[src/rtl/hall_sched_pkg.sv]
// Shared types and constants for the hall counter sampling scheduler.
package hall_sched_pkg;

   // Scheduler states.
   typedef enum logic [1:0] {
      ST_IDLE  = 2'd0,
      ST_CLEAR = 2'd1,
      ST_WAIT  = 2'd2,
      ST_EMIT  = 2'd3
   } sched_state_e;

   // Channel index width; covers up to 8 channels and matches out_ch.
   localparam int CH_IDX_W = 3;

   // Frame sequence number width.
   localparam int SEQ_W = 8;

   // Deltas are plain modular differences of the raw counter values, read
   // back as two's complement: one counter width is enough to absorb a
   // single wrap in either rotation direction.
   localparam int DELTA_SIGN_BIT_OFS = 1;

   // Index of the last channel in a frame.
   function automatic logic [CH_IDX_W-1:0] last_idx(input int num_ch);
      return CH_IDX_W'(num_ch - 1);
   endfunction

endpackage

[src/rtl/hall_tick_timer.sv]
// Sample-period down-counter. Fires tick_o on the cycle the count reaches
// zero while running and reloads on that same cycle, so ticks are PERIOD
// cycles apart.
module hall_tick_timer #(
   parameter int PERIOD = 1000
) (
   input  logic clk,
   input  logic reset,
   input  logic load_i,
   input  logic run_i,
   output logic tick_o
);

   localparam int TW = (PERIOD > 1) ? $clog2(PERIOD) : 1;
   localparam logic [TW-1:0] RELOAD = TW'(PERIOD - 1);

   logic [TW-1:0] cnt_q;
   logic [TW-1:0] cnt_d;

   assign tick_o = run_i && (cnt_q == '0);

   // Next count: explicit load wins, otherwise count down and reload on tick.
   always_comb begin
      cnt_d = cnt_q;
      if (load_i) begin
         cnt_d = RELOAD;
      end else if (run_i) begin
         if (cnt_q == '0) begin
            cnt_d = RELOAD;
         end else begin
            cnt_d = cnt_q - TW'(1);
         end
      end
   end

   // Count register.
   always_ff @(posedge clk) begin
      if (reset) begin
         cnt_q <= RELOAD;
      end else begin
         cnt_q <= cnt_d;
      end
   end

endmodule

[src/rtl/hall_count_scheduler.sv]
// Periodically snapshots a bank of free-running hall counters and streams
// one signed delta word per channel through a valid/ready port.
//
// state    | meaning
// ---------|------------------------------------------------------------
// ST_IDLE  | scheduling off, waiting for enable
// ST_CLEAR | one cycle: clear counters and prev values, load period timer
// ST_WAIT  | timer running, waiting for the next sample tick
// ST_EMIT  | presenting channel idx delta, advancing on each handshake
module hall_count_scheduler
   import hall_sched_pkg::*;
#(
   parameter int NUM_CH        = 5,
   parameter int COUNTER_WIDTH = 8,
   parameter int PERIOD        = 1000
) (
   input  logic                              clk,
   input  logic                              reset,
   input  logic                              enable,
   input  logic [NUM_CH*COUNTER_WIDTH-1:0]   count_in,
   output logic [NUM_CH-1:0]                 cnt_reset,
   output logic                              out_valid,
   input  logic                              out_ready,
   output logic [2:0]                        out_ch,
   output logic [COUNTER_WIDTH-1:0]          out_delta,
   output logic                              out_last,
   output logic [SEQ_W-1:0]                  out_seq,
   output logic                              overrun,
   input  logic                              ovr_clr
);

   localparam int W = COUNTER_WIDTH;
   localparam logic [CH_IDX_W-1:0] LAST_IDX = last_idx(NUM_CH);

   sched_state_e              state_q, state_d;
   logic [CH_IDX_W-1:0]       idx_q, idx_d;
   logic [NUM_CH*W-1:0]       snap_q, snap_d;
   logic [NUM_CH*W-1:0]       prev_q, prev_d;
   logic [SEQ_W-1:0]          seq_q, seq_d;
   logic                      overrun_q, overrun_d;
   logic [NUM_CH-1:0]         cnt_reset_q;

   logic                      tmr_load;
   logic                      tmr_run;
   logic                      tick;
   logic                      ovr_set;
   logic                      hs;
   logic                      at_last;
   logic [W-1:0]              snap_sel;
   logic [W-1:0]              prev_sel;
   logic [W-1:0]              sel_delta;

   hall_tick_timer #(
      .PERIOD (PERIOD)
   ) u_tick_timer (
      .clk    (clk),
      .reset  (reset),
      .load_i (tmr_load),
      .run_i  (tmr_run),
      .tick_o (tick)
   );

   // One subtractor shared by all channels, steered by idx.
   assign snap_sel  = snap_q[idx_q*W +: W];
   assign prev_sel  = prev_q[idx_q*W +: W];
   assign sel_delta = snap_sel - prev_sel;

   assign hs      = (state_q == ST_EMIT) && out_ready;
   assign at_last = (idx_q == LAST_IDX);

   // Next-state, frame bookkeeping and tick handling.
   always_comb begin
      state_d  = state_q;
      idx_d    = idx_q;
      snap_d   = snap_q;
      prev_d   = prev_q;
      seq_d    = seq_q;
      tmr_load = 1'b0;
      tmr_run  = (state_q == ST_WAIT) || (state_q == ST_EMIT);
      ovr_set  = 1'b0;

      if (!enable) begin
         // Abort whatever is in flight; restart always goes through CLEAR.
         state_d = ST_IDLE;
         idx_d   = '0;
      end else begin
         unique case (state_q)
            ST_IDLE: begin
               state_d = ST_CLEAR;
            end
            ST_CLEAR: begin
               prev_d   = '0;
               idx_d    = '0;
               tmr_load = 1'b1;
               state_d  = ST_WAIT;
            end
            ST_WAIT: begin
               if (tick) begin
                  snap_d  = count_in;
                  idx_d   = '0;
                  seq_d   = seq_q + SEQ_W'(1);
                  state_d = ST_EMIT;
               end
            end
            ST_EMIT: begin
               if (hs) begin
                  prev_d[idx_q*W +: W] = snap_sel;
                  if (at_last) begin
                     idx_d = '0;
                     if (tick) begin
                        // Back-to-back frame: the tick lands on the final
                        // handshake, so it can be taken without losing data.
                        snap_d = count_in;
                        seq_d  = seq_q + SEQ_W'(1);
                     end else begin
                        state_d = ST_WAIT;
                     end
                  end else begin
                     idx_d = idx_q + CH_IDX_W'(1);
                  end
               end
               // A tick that cannot be taken leaves snap alone, so the
               // following frame's deltas cover both periods.
               if (tick && !(hs && at_last)) begin
                  ovr_set = 1'b1;
               end
            end
            default: begin
               state_d = ST_IDLE;
            end
         endcase
      end

      if (ovr_set) begin
         overrun_d = 1'b1;
      end else if (ovr_clr) begin
         overrun_d = 1'b0;
      end else begin
         overrun_d = overrun_q;
      end
   end

   // State and datapath registers.
   always_ff @(posedge clk) begin
      if (reset) begin
         state_q     <= ST_IDLE;
         idx_q       <= '0;
         snap_q      <= '0;
         prev_q      <= '0;
         seq_q       <= '0;
         overrun_q   <= 1'b0;
         cnt_reset_q <= '0;
      end else begin
         state_q     <= state_d;
         idx_q       <= idx_d;
         snap_q      <= snap_d;
         prev_q      <= prev_d;
         seq_q       <= seq_d;
         overrun_q   <= overrun_d;
         cnt_reset_q <= {NUM_CH{state_d == ST_CLEAR}};
      end
   end

   assign cnt_reset = cnt_reset_q;
   assign out_valid = (state_q == ST_EMIT);
   assign out_ch    = idx_q;
   assign out_delta = out_valid ? sel_delta : '0;
   assign out_last  = out_valid && at_last;
   assign out_seq   = seq_q;
   assign overrun   = overrun_q;

endmodule

[config.mk]
export PLATFORM = sky130hd
export DESIGN_NAME = hall_count_scheduler
export DESIGN_NICKNAME = d
export VERILOG_FILES = /design/src/rtl/hall_sched_pkg.sv /design/src/rtl/hall_tick_timer.sv /design/src/rtl/hall_count_scheduler.sv
export SDC_FILE = /design/constraint.sdc
export NUM_CORES = 1
export LEC_CHECK = 0
export ABC_AREA = 0
export CORE_ASPECT_RATIO = 1.75
export CORE_UTILIZATION = 45
export CTS_CLUSTER_SIZE = 20
export DETAILED_ROUTE_END_ITERATION = 8
export PLACE_DENSITY_LB_ADDON = 0.15
export SLEW_MARGIN = 25
export SYNTH_ARGS = -nofsm -noshare
export SYNTH_HDL_FRONTEND = slang
export SYNTH_SLANG_ARGS = --single-unit
[constraint.sdc]
create_clock -name clk -period 4.3 [get_ports clk]
set_clock_uncertainty 0.2 [all_clocks]
set_input_delay 0.86 -clock clk [delete_from_list [all_inputs] [get_ports clk]]
set_output_delay 0.86 -clock clk [all_outputs]
set_load 0.01 [all_outputs]
# == After elaboration in Yosys (flattened, before gate mapping) ==
# Cells that the tools add are included.
# totals
input_bits,45
regBits,105
out_inout_bits,27
wordCells,74
# op_classes
muxes,30
shifts,4
n_bitwise,1
eq_ne,8
reduce_logical,18
n_addsub,5
# ops
op,n
two-way mux 40 bit,4
case mux 40 bit (2 select lines),2
indexed part select 40 x 7 -> 8 bit,2
bitwise mux 40 bit,1
"variable shift 8 x 34 -> 40 bit, first input constant",1
indexed part select 8 x 34 -> 40 bit,1
negator 6 -> 34 bit,1
two-way mux 8 bit,4
case mux 8 bit (2 select lines),1
logical NOT 10 bit,1
two-way mux 10 bit,1
two-way mux 2 bit,5
"subtractor 10 x 1 -> 10 bit, second input constant",1
two-way mux 3 bit,3
case mux 3 bit (3 select lines),1
"adder 8 x 1 -> 8 bit, second input constant",1
case mux 2 bit (4 select lines),1
subtractor 8 bit,1
two-way mux 1 bit,7
AND reduction 3 bit,2
nonzero test 2 bit,3
logical AND 1 bit,5
"== test 2 x 1 -> 1 bit, second input constant",2
"== test 2 bit, second input constant",2
11 further kinds,13

# == Depth between registers and ports, before layout ==
# Gate-level depths: netlist of run 1.
# depth
depth_word,9
depth_mapped,15
ltp_nobuf,12

# == Cells and area by module ==
# Synthesis of run 1 repeated with hierarchy kept, for this count alone.
# hier_totals
hier_cells,595
hier_area_um2,5126.2
# by_module_without_submodules
module,instances,area_per_inst_um2,cells_each
hall_count_scheduler,1,4579.4,533
hall_tick_timer,1,546.8,62

# == Worst setup path before layout of run 1 ==
# Ideal clock, no wire load.
# synth_path
path_kind,flip-flop to output port
start,"register idx_q[0], in the netlist out_ch[0]"
end,output out_delta[6]
slack_ns,0.069
n_path_buf,4
stages_incl_launch_ff,15
arrival_ns,3.171
cell_sequence,dfxtp_1 > buf_2 > buf_2 > buf_2 > clkbuf_1 > mux2i_1 > o22ai_1 > ha_1 > inv_1 > fa_1 > a21o_1 > a21o_1 > a21oi_1 > or4b_2 > nand3_1
# synth_via
elab_chain_cells,3
elab_cells_between_ends,4
# synth_rtl
item,line,rtl
from (decl),hall_count_scheduler.sv:36,"logic [CH_IDX_W-1:0] idx_q, idx_d;"
from (signal assigned),hall_count_scheduler.sv:155,idx_q <= idx_d;
"indexed part select 40 x 7 -> 8 bit, on equally long branches","hall_count_scheduler.sv:64, hall_count_scheduler.sv:65",
subtractor 8 bit (*),hall_count_scheduler.sv:66,assign sel_delta = snap_sel - prev_sel;
two-way mux 8 bit (*),hall_count_scheduler.sv:167,assign out_delta = out_valid ? sel_delta : '0;
to (decl),hall_count_scheduler.sv:25,"output logic [COUNTER_WIDTH-1:0] out_delta,"
# Mark *: on every way between the ends. The rest lies on a longest branch, timed or not.

# == Worst setup path in the final report of run 1 ==
# layout_path
start,"register idx_q[0], in the netlist out_ch[0]"
end,output out_delta[5]
# Same word-level chain as after synthesis.

==> impl_metrics.json, run 1 <==
{
  "max-slew-margin-rel": 0.438,
  "setup_viol_count_final": 0,
  "drc_errors": 0,
  "dpl_worst_slack_ns": -0.0645,
  "p_clk_frac": 0.458,
  "pwr-share-seq": 0.499,
  "p_leak_uw": 0.00229,
  "path_clk_slew_ns": 0.07,
  "synth_top_family_by_area": "simple AND/OR/NAND/NOR gates",
  "end_kind": "output port",
  "post-route-period-util": 0.979,
  "num_antenna_cells": 0,
  "core_um2": 10800,
  "via_per_inst": 5.47,
  "syn-cell-area_um2": 4980,
  "critPathMaxStageDelay_ns": 0.38,
  "fin_cells": 835,
  "synthSimpleGateAreaFrac": 0.202,
  "root_buffer": "clkbuf_16",
  "vias": 4567,
  "power_per_cell_area_nw_per_um2": 304,
  "synthTopCellsByArea": "dfxtp_1 (42%), nand2_1 (10%), a21oi_1 (6.7%)",
  "synthXorXnorAreaFrac": 0.0204,
  "synth_adder_area_share": 0.0467,
  "p_int_uw": 1550,
  "numCtsBuffers": 9,
  "synth_compound_area_frac": 0.191,
  "syn_nets": 671,
  "fill_cells": 965,
  "ys_types": 54,
  "h-tree-depth": 3,
  "drt_first_pass_iters": 5,
  "dp_hpwl_um": 9740,
  "swShare": 0.209,
  "ant_nets": 0,
  "synth_cells": 608,
  "worstPathCellList": "buf_4 > clkinvlp_4 > a22oi_1 > o22a_2 > inv_1 > ha_1 > nor2b_1 > o31a_1 > buf_4 > o21a_1 > o21a_1 > nor3_1 > clkdlybuf4s15_2",
  "cp.required_ns": 3.24,
  "layout.nets": 763,
  "grt_usage": 0.242,
  "register_area_um2": 2110,
  "maxSlewViolCount": 0,
  "worst_pin_slew_ns": 0.839,
  "synth_mux_area_frac": 0.0666,
  "grt_pass1_wl_um": 21400,
  "cts_buffer_depth": 2,
  "netlist.area_leader.share": 0.422,
  "arrival_ns": 3.15,
  "placed_cells": 809,
  "synth_top_cell_by_area": "dfxtp_1",
  "grt_max_degree": 59,
  "place_congestion": 0.880,
  "synth_commonest_cells": "nand2_1 (137), dfxtp_1 (105), a21oi_1 (67), o21ai_0 (48), nor2_1 (31)",
  "die_width_um": 81.5,
  "first_global_vias": 4563,
  "period_minus_slack_ns": 4.21,
  "yosysMostFrequentCell": "nand2_1",
  "drt_iter0_drc": 208,
  "timing.final.ws_setup_ns": 0.0883,
  "vdd_drop_max_uv": 236,
  "antenna_found_initial": 0,
  "initial_utilization": 0.463,
  "status": "finished clean",
  "pin_count": 72,
  "fmax_ghz": 0.237,
  "dominantRegCellSynth": "dfxtp_1",
  "worst_setup_path_start_kind": "flip-flop",
  "combPwrFrac": 0.042,
  "hold_viol_final": 0,
  "synth_edf_count": 0,
  "slowest_stage": "dfxtp_1",
  "power.switching_uw": 408,
  "crit_type": "flip-flop to output port",
  "avgSynthCellArea_um2": 8.19,
  "yosysWarnings": 0,
  "whs_ns": 0.256,
  "insertion_delay_ns": 0.35,
  "async_reset_ff_frac": 0,
  "drv_cap": 0,
  "avgRoutedWirePerCell_um": 15.6,
  "syn2layout_area_growth_pct": 29.3,
  "final.setup.tns_ns": 0,
  "die_area_um2": 11500,
  "fp-row-count": 50,
  "cts_tree": "yes",
  "min_path_type": "flip-flop to flip-flop",
  "dieHeight_um": 141,
  "numPortBuffers": 71,
  "hold_buffers": 0,
  "multi_input_area_um2": 2700,
  "grt_remaining_overflow": 0,
  "cp_max_fo": 7,
  "ys_ff_latch": 105,
  "drive_gt1_frac": 0.140,
  "clock_sinks": 105,
  "yosysSeqAreaShare": 0.422,
  "wl_um": 13000
}
==> logic make-up (layout without fill, tap and decap cells) <==
logic type	after synthesis	after routing
AO/OA/AOI/OAI	164	164
XOR/XNOR	10	10
multiplexers	31	31
adder cells (fa/ha/maj)	18	18
AND/OR/NAND/NOR	223	223
flip-flops	105	105
buffers and inverters	57	154
==> power groups by stage <==
| stage | Combinational, uW | Clock, uW | Sequential, uW |
|---|---|---|---|
| 6_report | 82.9 | 896 | 976 |
| 3_3_place_gp | 82.2 | 0 | 999 |
| 4_1_cts | 83.2 | 909 | 977 |
| 2_1_floorplan | 30.5 | 0 | 998 |
| 5_1_grt | 90.3 | 948 | 976 |
| 3_5_place_dp | 82.9 | 0 | 999 |
==> worst max-delay path, delay by kind of cell (launching register included) <==
family | cells | cell delay, ns
AO/OA/AOI/OAI | 5 | 1.03
buffers and inverters | 5 | 0.81
flip-flops | 1 | 0.38
AND/OR/NAND/NOR | 2 | 0.30
adder cells (fa/ha/maj) | 1 | 0.28
==> layout make-up <==
| class | count | area share |
|---|---|---|
| clock inverter | 6 | 0.0142 |
| tap | 130 | 0.0253 |
| sequential | 105 | 0.327 |
| clock buffer | 10 | 0.0371 |
| multi-input combinational | 446 | 0.420 |
| timing repair buffer | 117 | 0.164 |
| inverter | 21 | 0.0128 |
==> layout by cell type (no fill, tap or decap), types with 5 or more instances in the layout <==
cell	count
buf_4	42
o21a_1	5
clkdlybuf4s50_1	65
a22oi_1	11
nand3_1	6
nor2_1	31
clkbuf_16	9
o21ai_0	48
inv_1	18
nand4_1	5
mux2_2	7
mux2i_1	22
o22a_2	5
nor3_1	10
dfxtp_1	104
xnor2_1	8
ha_1	15
a21oi_1	66
nand2_1	136
==> per-stage QoR <==
stage | cell area [um^2] | util | total power [uW]
after floorplan | 4980 | - | 1030
after global placement | 5940 | 0.552 | 1080
after detailed placement | 5940 | 0.552 | 1080
after CTS | 6300 | 0.586 | 1970
after global routing | 6440 | 0.598 | 2010
final | 6440 | 0.598 | 1960
==> registers in the layout (all words and copies together) (netlist names) <==
signal and count:
overrun 1, out_ch 3, prev_q 40, u_tick_timer.cnt_q 10, cnt_reset 1, state_q 2, out_seq 8, snap_q 40
==> path summary, 6_finish.rpt <==
path	cells past startpoint	slack [ns]	to	startpoint
min reg2reg	2	0.26	prev_q[37]	prev_q[37]
min	2	0.26	prev_q[37]	prev_q[37]
max reg2reg	10	1.07	prev_q[28]	out_ch[0]
max	13	0.09	out_delta[5]	out_ch[0]
==> per-layer routing <==
metal | GRT usage | vias up | wire [um]
li1 | - | 2296 | -
met4 | 0.140 | 0 | 638
met1 | 0.254 | 2123 | 5040
met5 | 0 | - | 0
met3 | 0.0375 | 41 | 357
met2 | 0.437 | 107 | 6990
==> timing repair <==
action / CTS / global route
buffers inserted: 0 / 10
gates resized for setup: 17 / 26
cloned: 0 / 0
pin swaps: 3 / 13
hold endpoints to repair: 0 / 0
endpoints found under the setup margin: 5 / 4
Note: power is estimated with default switching activity, not from simulation.
==> inputs of run 2 (changes only) <==
Settings changed: DONT_BUFFER_PORTS from default to 1.
==> run 2 against run 1 <==
Against the previous run: sequential power hardly changed; worst hold slack worse by 0.0057 ns; register-to-register slack better by 0.28 ns; first-iteration DRC count is 4.3% higher; global-route usage is 1.5 points lower; critical endpoint is now out_delta[6]; largest cell class unchanged.
==> impl_metrics.json, run 2 (synthesis results as in run 1) <==
{
  "p_int_uw": 1460,
  "grt_pass1_wl_um": 20000,
  "drt_iter0_drc": 217,
  "end_kind": "output port",
  "numPortBuffers": 0,
  "slowest_stage": "or4b_2",
  "initial_utilization": 0.463,
  "worst_setup_path_start_kind": "flip-flop",
  "avgRoutedWirePerCell_um": 16.5,
  "dieHeight_um": 141,
  "via_per_inst": 5.60,
  "die_area_um2": 11500,
  "worst_pin_slew_ns": 0.816,
  "final_util": 0.508,
  "cts_buffer_depth": 2,
  "first_global_vias": 4156,
  "path_clk_slew_ns": 0.07,
  "final_cell_mix": "nand2_1 (136), dfxtp_1 (103), a21oi_1 (65), o21ai_0 (48), nor2_1 (30)",
  "min_path_type": "flip-flop to flip-flop",
  "dp_hpwl_um": 9240,
  "vias": 4120,
  "crit_type": "flip-flop to output port",
  "largestRegisters": "prev_q (40), snap_q (40), u_tick_timer.cnt_q (10)",
  "vdd_drop_max_uv": 208,
  "layout.nets": 664,
  "wl_um": 12100,
  "fill_cells": 1086,
  "period_minus_slack_ns": 4.16,
  "setup_viol_count_final": 0,
  "core_um2": 10800,
  "post-route-period-util": 0.968,
  "cp.required_ns": 3.24,
  "path_common_cell": "a21o_1",
  "drc_errors": 0,
  "critPathTopFamily": "simple AND/OR/NAND/NOR gates",
  "hold_buffers": 0,
  "fp-row-count": 50,
  "cp.depth": 11,
  "num_antenna_cells": 0,
  "antenna_found_initial": 0,
  "critPathMaxStageDelay_ns": 0.62,
  "pin_count": 72,
  "die_width_um": 81.5,
  "p_leak_uw": 0.00187,
  "hold_viol_final": 0,
  "numCtsBuffers": 9,
  "grt_remaining_overflow": 0,
  "cts_tree": "yes",
  "h-tree-depth": 3,
  "fmax_ghz": 0.240,
  "status": "finished clean",
  "place_congestion": 0.782,
  "drive_gt1_frac": 0.0990,
  "final.setup.tns_ns": 0,
  "maxSlewViolCount": 0,
  "insertion_delay_ns": 0.34,
  "mostFrequentLayoutCell": "nand2_1",
  "cp_max_fo": 8,
  "p_clk_frac": 0.456,
  "clock_sinks": 105,
  "final_area_um2": 5470,
  "grt_usage": 0.227,
  "setup.worst_path.start": "out_ch[2]",
  "placed_area_um2": 5080,
  "path_buf_inv": 2,
  "drt_first_pass_iters": 4,
  "root_buffer": "clkbuf_16",
  "regToRegStartpoint": "out_ch[0]",
  "critPathCapture": "out_delta[6]",
  "pwr-share-seq": 0.531,
  "worst_r2r_path_depth": 8,
  "grt_max_degree": 60,
  "drv_cap": 0,
  "power_per_cell_area_nw_per_um2": 337,
  "swShare": 0.206,
  "ant_nets": 0,
  "syn2layout_area_growth_pct": 9.80,
  "reg2reg_to": "prev_q[27]",
  "power.total_uw": 1840,
  "worstPathCellList": "buf_4 > mux2_2 > a22oi_1 > o22a_1 > inv_1 > ha_4 > a21o_1 > a21o_1 > a21oi_2 > or4b_2 > nand3_2",
  "power.switching_uw": 380,
  "combPwrFrac": 0.014,
  "max-slew-margin-rel": 0.454,
  "arrival_ns": 3.10,
  "r2r_slack_ns": 1.35
}
-- run 2: through the flow --
| stage | cells | setup WS [ns] | hold WS, ns |
|---|---|---|---|
| global placement | 718 | 0.296 | 0.230 |
| CTS | 734 | 0.00840 | 0.250 |
| floorplan | 608 | 0.0695 | 0.220 |
| global route | 736 | -0.00141 | 0.267 |
| finish | 736 | 0.139 | 0.250 |
| detailed placement | 718 | 0.204 | 0.240 |
-- run 2: per-layer routing --
| layer | part of all wire | vias to the layer above | wire [um] | track usage |
|---|---|---|---|---|
| li1 | - | 2093 | - | - |
| met1 | 0.39 | 1930 | 4690 | 0.237 |
| met2 | 0.55 | 75 | 6710 | 0.421 |
| met3 | 0.032 | 22 | 388 | 0.0518 |
| met4 | 0.029 | 0 | 352 | 0.0912 |
| met5 | 0 | - | 0 | 0 |
-- run 2: worst reg2reg max path, cell delays in order (launching register included) --
cell	delay [ns]
dfxtp_2	0.42
inv_1	0.15
buf_4	0.19
ha_1	0.23
ha_1	0.30
o31ai_1	0.10
nor4_1	0.54
nand4b_1	0.46
o21ai_0	0.28
-- run 2: power by group through the flow --
| stage | clock network (uW) | registers, uW | logic [uW] |
|---|---|---|---|
| 5_1_grt | 899 | 979 | 28.2 |
| 2_1_floorplan | 0 | 998 | 30.5 |
| 4_1_cts | 859 | 978 | 25.4 |
| 3_3_place_gp | 0 | 1000 | 25.0 |
| 6_report | 840 | 978 | 25.0 |
| 3_5_place_dp | 0 | 1000 | 25.3 |
-- run 2: how the worst min path moves through the flow --
stage / startpoint / endpoint / slack [ns] / cells after the start
floorplan: prev_q[10] / prev_q[10] / 0.22 / 2
global placement: prev_q[10] / prev_q[10] / 0.23 / 2
detailed placement: prev_q[10] / prev_q[10] / 0.24 / 2
CTS: snap_q[18] / snap_q[18] / 0.25 / 2
global route: snap_q[25] / snap_q[25] / 0.27 / 2
finish: snap_q[19] / snap_q[19] / 0.25 / 2
-- run 2: what timing repair did --
item                       CTS  global route
setup buffers                0             2
setup endpoints to repair    3             4
pin swaps                    2             1
gates resized for setup      5            12
-- run 2: area by class of cell --
cell class | count | area, um^2 | share of cell area
multi-input combinational | 446 | 2670 | 0.489
sequential | 105 | 2100 | 0.385
clock buffer | 12 | 256 | 0.0469
tap | 130 | 163 | 0.0297
timing repair buffer | 18 | 143 | 0.0261
inverter | 21 | 78.8 | 0.0144
clock inverter | 4 | 51.3 | 0.00938
